**src/rtl/orb_reader.sv**
```systemverilog
// orb_reader: fetches 16-word packets from the orbital RAM and serializes each 12-bit word MSB-first.
// Optional ORB_READER_PARITY_EN appends an odd-parity bit period after each word.
module orb_reader #(
  parameter int WORDS_PER_PACK = 16,
  parameter int PACKS          = 64,
  parameter int BIT_DIV        = 4
) (
  input  logic        clk,
  input  logic        rst,
  input  logic        start,
  input  logic        clrPack,
  input  logic [11:0] rdData,
  output logic        rdEn,
  output logic [10:0] rdAddr,
  output logic        txBit,
  output logic        txStrb,
  output logic        busy,
  output logic        packDone,
  output logic        fmtErr
);

`ifdef ORB_READER_PARITY_EN
  localparam int NBITS = 13;
`else
  localparam int NBITS = 12;
`endif
  localparam int WW = $clog2(WORDS_PER_PACK);
  localparam int PW = $clog2(PACKS);
  localparam int DW = $clog2(BIT_DIV);

  typedef enum logic [1:0] {IDLE, FETCH, LATCH, SHIFT} state_t;

  state_t           state;
  logic [WW-1:0]    cnt_wrd;
  logic [PW-1:0]    cnt_pack;
  logic [DW-1:0]    div;
  logic [3:0]       bit_cnt;
  logic [NBITS-1:0] sr;
  logic [NBITS-1:0] sr_load;
  logic [PW-1:0]    pack_eff;
  logic             last_wrd;
  logic             last_pack;

  // A clear in the same cycle as a fetch redirects that fetch to pack 0.
  assign pack_eff  = clrPack ? '0 : cnt_pack;
  assign last_wrd  = (cnt_wrd == WW'(WORDS_PER_PACK - 1));
  assign last_pack = (cnt_pack == PW'(PACKS - 1));

`ifdef ORB_READER_PARITY_EN
  assign sr_load = {rdData, ~^rdData};
`else
  assign sr_load = rdData;
`endif

  function automatic logic [10:0] addr_of(input logic [PW-1:0] p, input logic [WW-1:0] w);
    return (11'(p) << 5) + (11'(w) << 1);
  endfunction

  always_ff @(posedge clk or negedge rst) begin
    if (!rst) begin
      state    <= IDLE;
      cnt_wrd  <= '0;
      cnt_pack <= '0;
      div      <= '0;
      bit_cnt  <= '0;
      sr       <= '0;
      rdEn     <= 1'b0;
      rdAddr   <= '0;
      txBit    <= 1'b0;
      txStrb   <= 1'b0;
      busy     <= 1'b0;
      packDone <= 1'b0;
      fmtErr   <= 1'b0;
    end else begin
      rdEn     <= 1'b0;
      packDone <= 1'b0;
      fmtErr   <= 1'b0;
      case (state)
        IDLE: begin
          txBit  <= 1'b0;
          txStrb <= 1'b0;
          if (start) begin
            rdEn    <= 1'b1;
            rdAddr  <= addr_of(pack_eff, '0);
            cnt_wrd <= '0;
            busy    <= 1'b1;
            state   <= FETCH;
          end
        end
        FETCH: state <= LATCH;
        LATCH: begin
          sr      <= sr_load;
          bit_cnt <= 4'(NBITS - 1);
          div     <= '0;
          fmtErr  <= rdData[11] | (|rdData[2:0]);
          txStrb  <= 1'b1;
          txBit   <= rdData[11];
          state   <= SHIFT;
        end
        SHIFT: begin
          if (div == DW'(BIT_DIV - 1)) begin
            div <= '0;
            if (bit_cnt != 4'd0) begin
              sr      <= sr << 1;
              bit_cnt <= bit_cnt - 4'd1;
              txStrb  <= 1'b1;
              txBit   <= sr[NBITS-2];
            end else begin
              txStrb <= 1'b0;
              txBit  <= 1'b0;
              if (!last_wrd) begin
                cnt_wrd <= cnt_wrd + 1'b1;
                rdEn    <= 1'b1;
                rdAddr  <= addr_of(pack_eff, cnt_wrd + 1'b1);
                state   <= FETCH;
              end else begin
                cnt_wrd  <= '0;
                cnt_pack <= last_pack ? '0 : cnt_pack + 1'b1;
                packDone <= 1'b1;
                busy     <= 1'b0;
                state    <= IDLE;
              end
            end
          end else begin
            div    <= div + 1'b1;
            txStrb <= 1'b0;
          end
        end
        default: state <= IDLE;
      endcase
      // Clear wins over the end-of-packet increment above.
      if (clrPack) cnt_pack <= '0;
    end
  end

endmodule

```
**config.mk**
```make
export PLATFORM = sky130hd
export DESIGN_NAME = orb_reader
export DESIGN_NICKNAME = d
export VERILOG_FILES = /design/src/rtl/orb_reader.sv
export SDC_FILE = /design/constraint.sdc
export NUM_CORES = 1
export LEC_CHECK = 0
export CORE_ASPECT_RATIO = 1.75
export CORE_MARGIN = 2
export CORE_UTILIZATION = 54
export DETAILED_ROUTE_END_ITERATION = 7
export GPL_TIMING_DRIVEN = 0
export PLACE_DENSITY = 0.78
export SETUP_SLACK_MARGIN = 0.4
export SYNTH_ARGS = -nofsm -noshare
export SYNTH_HDL_FRONTEND = slang
export SYNTH_SLANG_ARGS = --single-unit
```
**constraint.sdc**
```tcl
create_clock -name clk -period 3 [get_ports clk]
set_clock_uncertainty 0.15 [all_clocks]
set_input_delay 0.45 -clock clk [delete_from_list [all_inputs] [get_ports clk]]
set_output_delay 0.45 -clock clk [all_outputs]
set_load 0.01 [all_outputs]
```
After elaboration in Yosys (flattened, before gate mapping)
Cells that the tools add are included.
{"block": "classes", "bitwise_logic": 1, "n_mux": 51, "div": 0, "order_cmp": 0, "addsub": 5, "mul": 0, "n_shift": 0, "eq_ne": 13, "reduce_logical": 16}
{"operator": "$mux 11", "n": 6}
{"operator": "$pmux 11 s2", "n": 2}
{"operator": "$mux 6", "n": 7}
{"operator": "$mux 4", "n": 6}
{"operator": "$mux 1", "n": 18}
{"operator": "$pmux 4 s2", "n": 2}
{"operator": "$ne 2x2->1 const B", "n": 7}
{"operator": "$add 11x5->11", "n": 1}
{"operator": "$reduce_and 5->1", "n": 2}
{"operator": "$reduce_bool 2->1", "n": 5}
{"operator": "$mux 2", "n": 4}
{"operator": "$pmux 2 s4", "n": 1}
{"operator": "$reduce_and 4->1", "n": 2}
{"operator": "$add 6x1->6 const B", "n": 1}
{"operator": "$eq 2x2->1 const B", "n": 3}
{"operator": "$eq 6x6->1 const B", "n": 1}
{"operator": "$pmux 1 s3", "n": 2}
{"operator": "$reduce_and 3->1", "n": 2}
{"operator": "$add 4x1->4 const B", "n": 1}
{"operator": "$eq 4x4->1 const B", "n": 1}
{"operator": "$pmux 1 s2", "n": 2}
{"operator": "$pmux 2 s2", "n": 1}
{"operator": "$reduce_bool 4->1", "n": 1}
{"operator": "$sub 4x1->4 const B", "n": 1}
{"operator": "other kinds (7)", "n": 7}
{"block": "word_totals", "input_bits": 16, "wordCells": 99, "latchBits": 0, "reg_bits": 46, "out_inout_bits": 17, "mem_bits_ro": 0, "ram_bits": 0, "n_memories": 0}

Longest topological paths before layout
{"block": "depth", "ltp_word": 7, "ltp_mapped": 7, "mapped_depth_nobuf": 6}

Worst setup path after synthesis
No wires, ideal clock.
{"block": "synth_timing", "path_type": "register to register", "start": "register bit_cnt[0]", "end": "register rdAddr[10]", "required_time_ps": 2725, "path_slack_ps": 909, "t_arrival_ps": 1816, "n_path_buf": 0, "synth_period_minus_slack_ps": 2091, "path_stages_with_launch": 7, "setup_ps": 125, "cell_sequence": "dfrtp_1 inv_1 ha_1 or3b_4 a211oi_4 nand2_4 mux2_4"}
{"block": "synth_via", "elab_chain_len": 3}
{"element": "start: declaration", "line": "37", "rtl": "logic [3:0] bit_cnt;"}
{"element": "start signal: assignment", "line": "93", "rtl": "bit_cnt <= 4'(NBITS - 1);"}
{"element": "start signal: assignment", "line": "105", "rtl": "bit_cnt <= bit_cnt - 4'd1;"}
{"element": "$reduce_bool 4->1", "line": "103", "rtl": "if (bit_cnt != 4'd0) begin"}
{"element": "$ne 2x2->1 (no line)"}
{"element": "$reduce_and 5->1 (no line)"}
{"element": "end signal: assignment", "line": "84", "rtl": "rdAddr <= addr_of(pack_eff, '0);"}
{"element": "end signal: assignment", "line": "114", "rtl": "rdAddr <= addr_of(pack_eff, cnt_wrd + 1'b1);"}
{"element": "end: declaration", "line": "14", "rtl": "output logic [10:0] rdAddr,"}
No other way between the ends.
A chain may end at the register's enable or synchronous reset.

Final worst setup path
{"block": "layout_timing", "start": "register bit_cnt[0]", "end": "register rdAddr[9]"}
Same word-level chain as after synthesis.

==> results.toml <==
[sta]
hold_viol = 0
setup_violations = 0
timing.fmax_mhz = 437.7
fin_crit_sh = 0.7616
slew_headroom = 0.6390
setup_tns_ns = 0
setup_ws_ns = 0.7151
grt_setup_unrepaired = "false"
min_period_ns = 2.285
worst_slew_pin_slew_ns = 0.5415
final_max_slew_viol_count = 0

[setup_path]
crit_path_end_kind = "register"
cp.required_ns = 3.03
path_max_fanout = 10
critical_path_class = "register to register"
path_cells = "inv_1 -> ha_1 -> or3b_4 -> a211oi_4 -> nand2_4 -> mux2_4"
arrival_ns = 2.31
r2r_cells = 6
critPathLaunchType = "register"
cpPeakStageDelay_ns = 0.43
critical_path.slowest_cell = "or3b_4"
critPathBufInv = 1
cpLargestDelayFamily = "simple AND/OR/NAND/NOR gates"
cp_num_cells = 6

[layout]
n_antenna_cell = 0
area_growth_pct = 21.94
num-fill-cells = 353
final_util = 0.6694
nets = 272
layoutNonFillerInstCount = 296
final_layout_size_suffix_gt1_frac = 0.1336

[placement]
gp_congestion = 0.8068
dpl.cell_count = 288
dp_hpwl_um = 3178
pre_cts_ws_ns = 0.7366
io_buffer_count = 31

[detailed_routing]
wl_per_cell_um = 14.19
wirelength_um = 4200
ant_nets = 0
drt-initial-drc-count = 26
dr.pass1.iters = 4
vias = 1666
remaining_drc_errors = 0
vias_per_cell = 5.628

[run]
max_cap_viol_count = 0

[die]
io_pins = 33
fp.dieW_um = 52.64
initial_core_util = 0.5490
rows = 31
dieArea_sq_mm = 0.004691
core_area_sq_mm = 0.004073
die_y_um = 89.12

[yosys]
synth_ff_type = "dfrtp_1"
synth_area_leader_cell = "dfrtp_1"
synth_seq_area_share = 0.5036
yosysUniqueCellTypes = 47
syn-num-nets = 232
netlist_area_sq_mm = 0.002236
yosysMostFrequentCell = "dfrtp_1"
syn_inst = 207
netlist_top_cells_count = "45 x dfrtp_1, 23 x nor2_1, 16 x a21oi_1, 10 x mux2i_1, 10 x nand2_1"
async_flop_share = 1.000
synth_top_area_share = 0.5036
synth_edf_count = 0
synth_area_per_cell_sq_um = 10.80
synth-seq-cells = 45
synth_area_leaders = "dfrtp_1 50%, ha_1 5.0%, mux2i_1 4.5%"
synth_warnings = 0

[run_status]
status = "completed"

[clocking]
cts_max_level = 2
clock_latency_ns = 0.29
post_cts.repair.setup_buffers = 0
cts-resized-gates = 0
cts.path.max_buffers = 2
cts_tree = "yes"
root_buffer = "clkbuf_8"
cts.clk_slew.worst_paths_ns = 0.08
cts_buffers = 5
cts.sinks = 45

[global_route]
grt_overflow = 0
track_usage = 0.2090
grt_max_degree = 25
grt_pass1_wl_um = 7272
grt_antenna_before_repair = 0
grt_pass1_vias = 1643

[min_path]
hold_class = "register to register"
hold_depth = 1

[power_and_ir_drop]
power.density_mw_per_mm2 = 378.0
irDropWorstVdd_mv = 0.3450
p_leak_nw = 1.314
[placed cells by master, fill, tap and decap left out, types with 2 or more instances in the layout]
cell             count
nor2b_1              8
or2_2                2
clkbuf_8             6
dfrtp_1             45
clkdlybuf4s50_1     30
xor2_1               3
o21ai_0              8
nand2_1             10
a21o_1               4
nand3_1              9
nor2_1              23
ha_1                 9
or4_1                2
mux2i_1             10
a22o_1               2
nor3_1               5
buf_2                4
mux2_4               6
a21o_2               3
a21oi_1             16
a32oi_1              2
a211oi_1             2
clkbuf_1             4
nand4_1              2
inv_1                6
[final cells by class]
| cell class | instances | area, sq um | area share |
|---|---|---|---|
| Buffer | 8 | 37.54 | 0.01377 |
| Sequential cell | 45 | 1126 | 0.4130 |
| Timing Repair Buffer | 33 | 342.8 | 0.1257 |
| Tap cell | 49 | 61.31 | 0.02249 |
| Clock buffer | 7 | 86.33 | 0.03167 |
| Multi-Input combinational cell | 148 | 1050 | 0.3850 |
| Inverter | 6 | 22.52 | 0.008261 |
[through the flow]
| stage | total power [mW] | instance area, sq um | hold slack, ns |
|---|---|---|---|
| after floorplan | 0.6287 | 2236 | 0.004409 |
| after global routing | 1.068 | 2726 | 0.3666 |
| after detailed placement | 0.6679 | 2630 | 0.3081 |
| final | 1.031 | 2726 | 0.3334 |
| after global placement | 0.6642 | 2608 | 0.3167 |
| after CTS | 1.041 | 2726 | 0.3403 |
[repair_timing]
action	CTS	global route
endpoints found under the setup margin	0	0
hold buffers	1	0
endpoints found under the hold margin	21	0
[report_power, final]
group	switching [mW]	internal, mW	leakage (nW)	total, mW
clock	0.192	0.183	0.0443	0.375
combinational	0.0203	0.0256	0.681	0.0458
sequential	0.00203	0.608	0.589	0.610
total	0.214	0.816	1.31	1.03
[worst paths after layout]
path	start	endpoint	slack, ns
setup / recovery	bit_cnt[0]	rdAddr[9]	0.72
hold / removal	rdAddr[4]	rdAddr[4]	0.33
setup reg to reg	bit_cnt[0]	rdAddr[9]	0.72
hold reg to reg	rdAddr[4]	rdAddr[4]	0.33
max in group asynchronous	rst	packDone	1.68
min in group asynchronous	rst	rdAddr[3]	0.52
[registers in the layout, indices dropped and copies added, names as in the netlist]
register	flops
bit_cnt	4
div	2
fmtErr	1
cnt_wrd	4
sr	11
state	2
cnt_pack	6
packDone	1
busy	1
rdAddr	10
rdEn	1
txStrb	1
txBit	1
[logic make-up (layout without fill, tap and decap cells)]
family,count (synthesis),after routing,share of synthesized area
AOI/OAI and AO/OA,45,45,0.1371
and+or+nand+nor,73,73,0.1785
adders and majority gates,9,9,0.05036
DFF,45,45,0.5036
other,1,1,0.001677
xor gates and xnor gates,3,3,0.01175
buffers and inverters,14,54,0.02686
muxes,17,17,0.09010
[layer usage]
metal,vias up,global-route usage,part of all wire
li1,806,-,-
met1,809,0.2409,0.40
met2,37,0.3557,0.54
met3,14,0.04181,0.028
met4,0,0.1142,0.039
met5,-,0,0
Power figures use the tool's default switching activity.
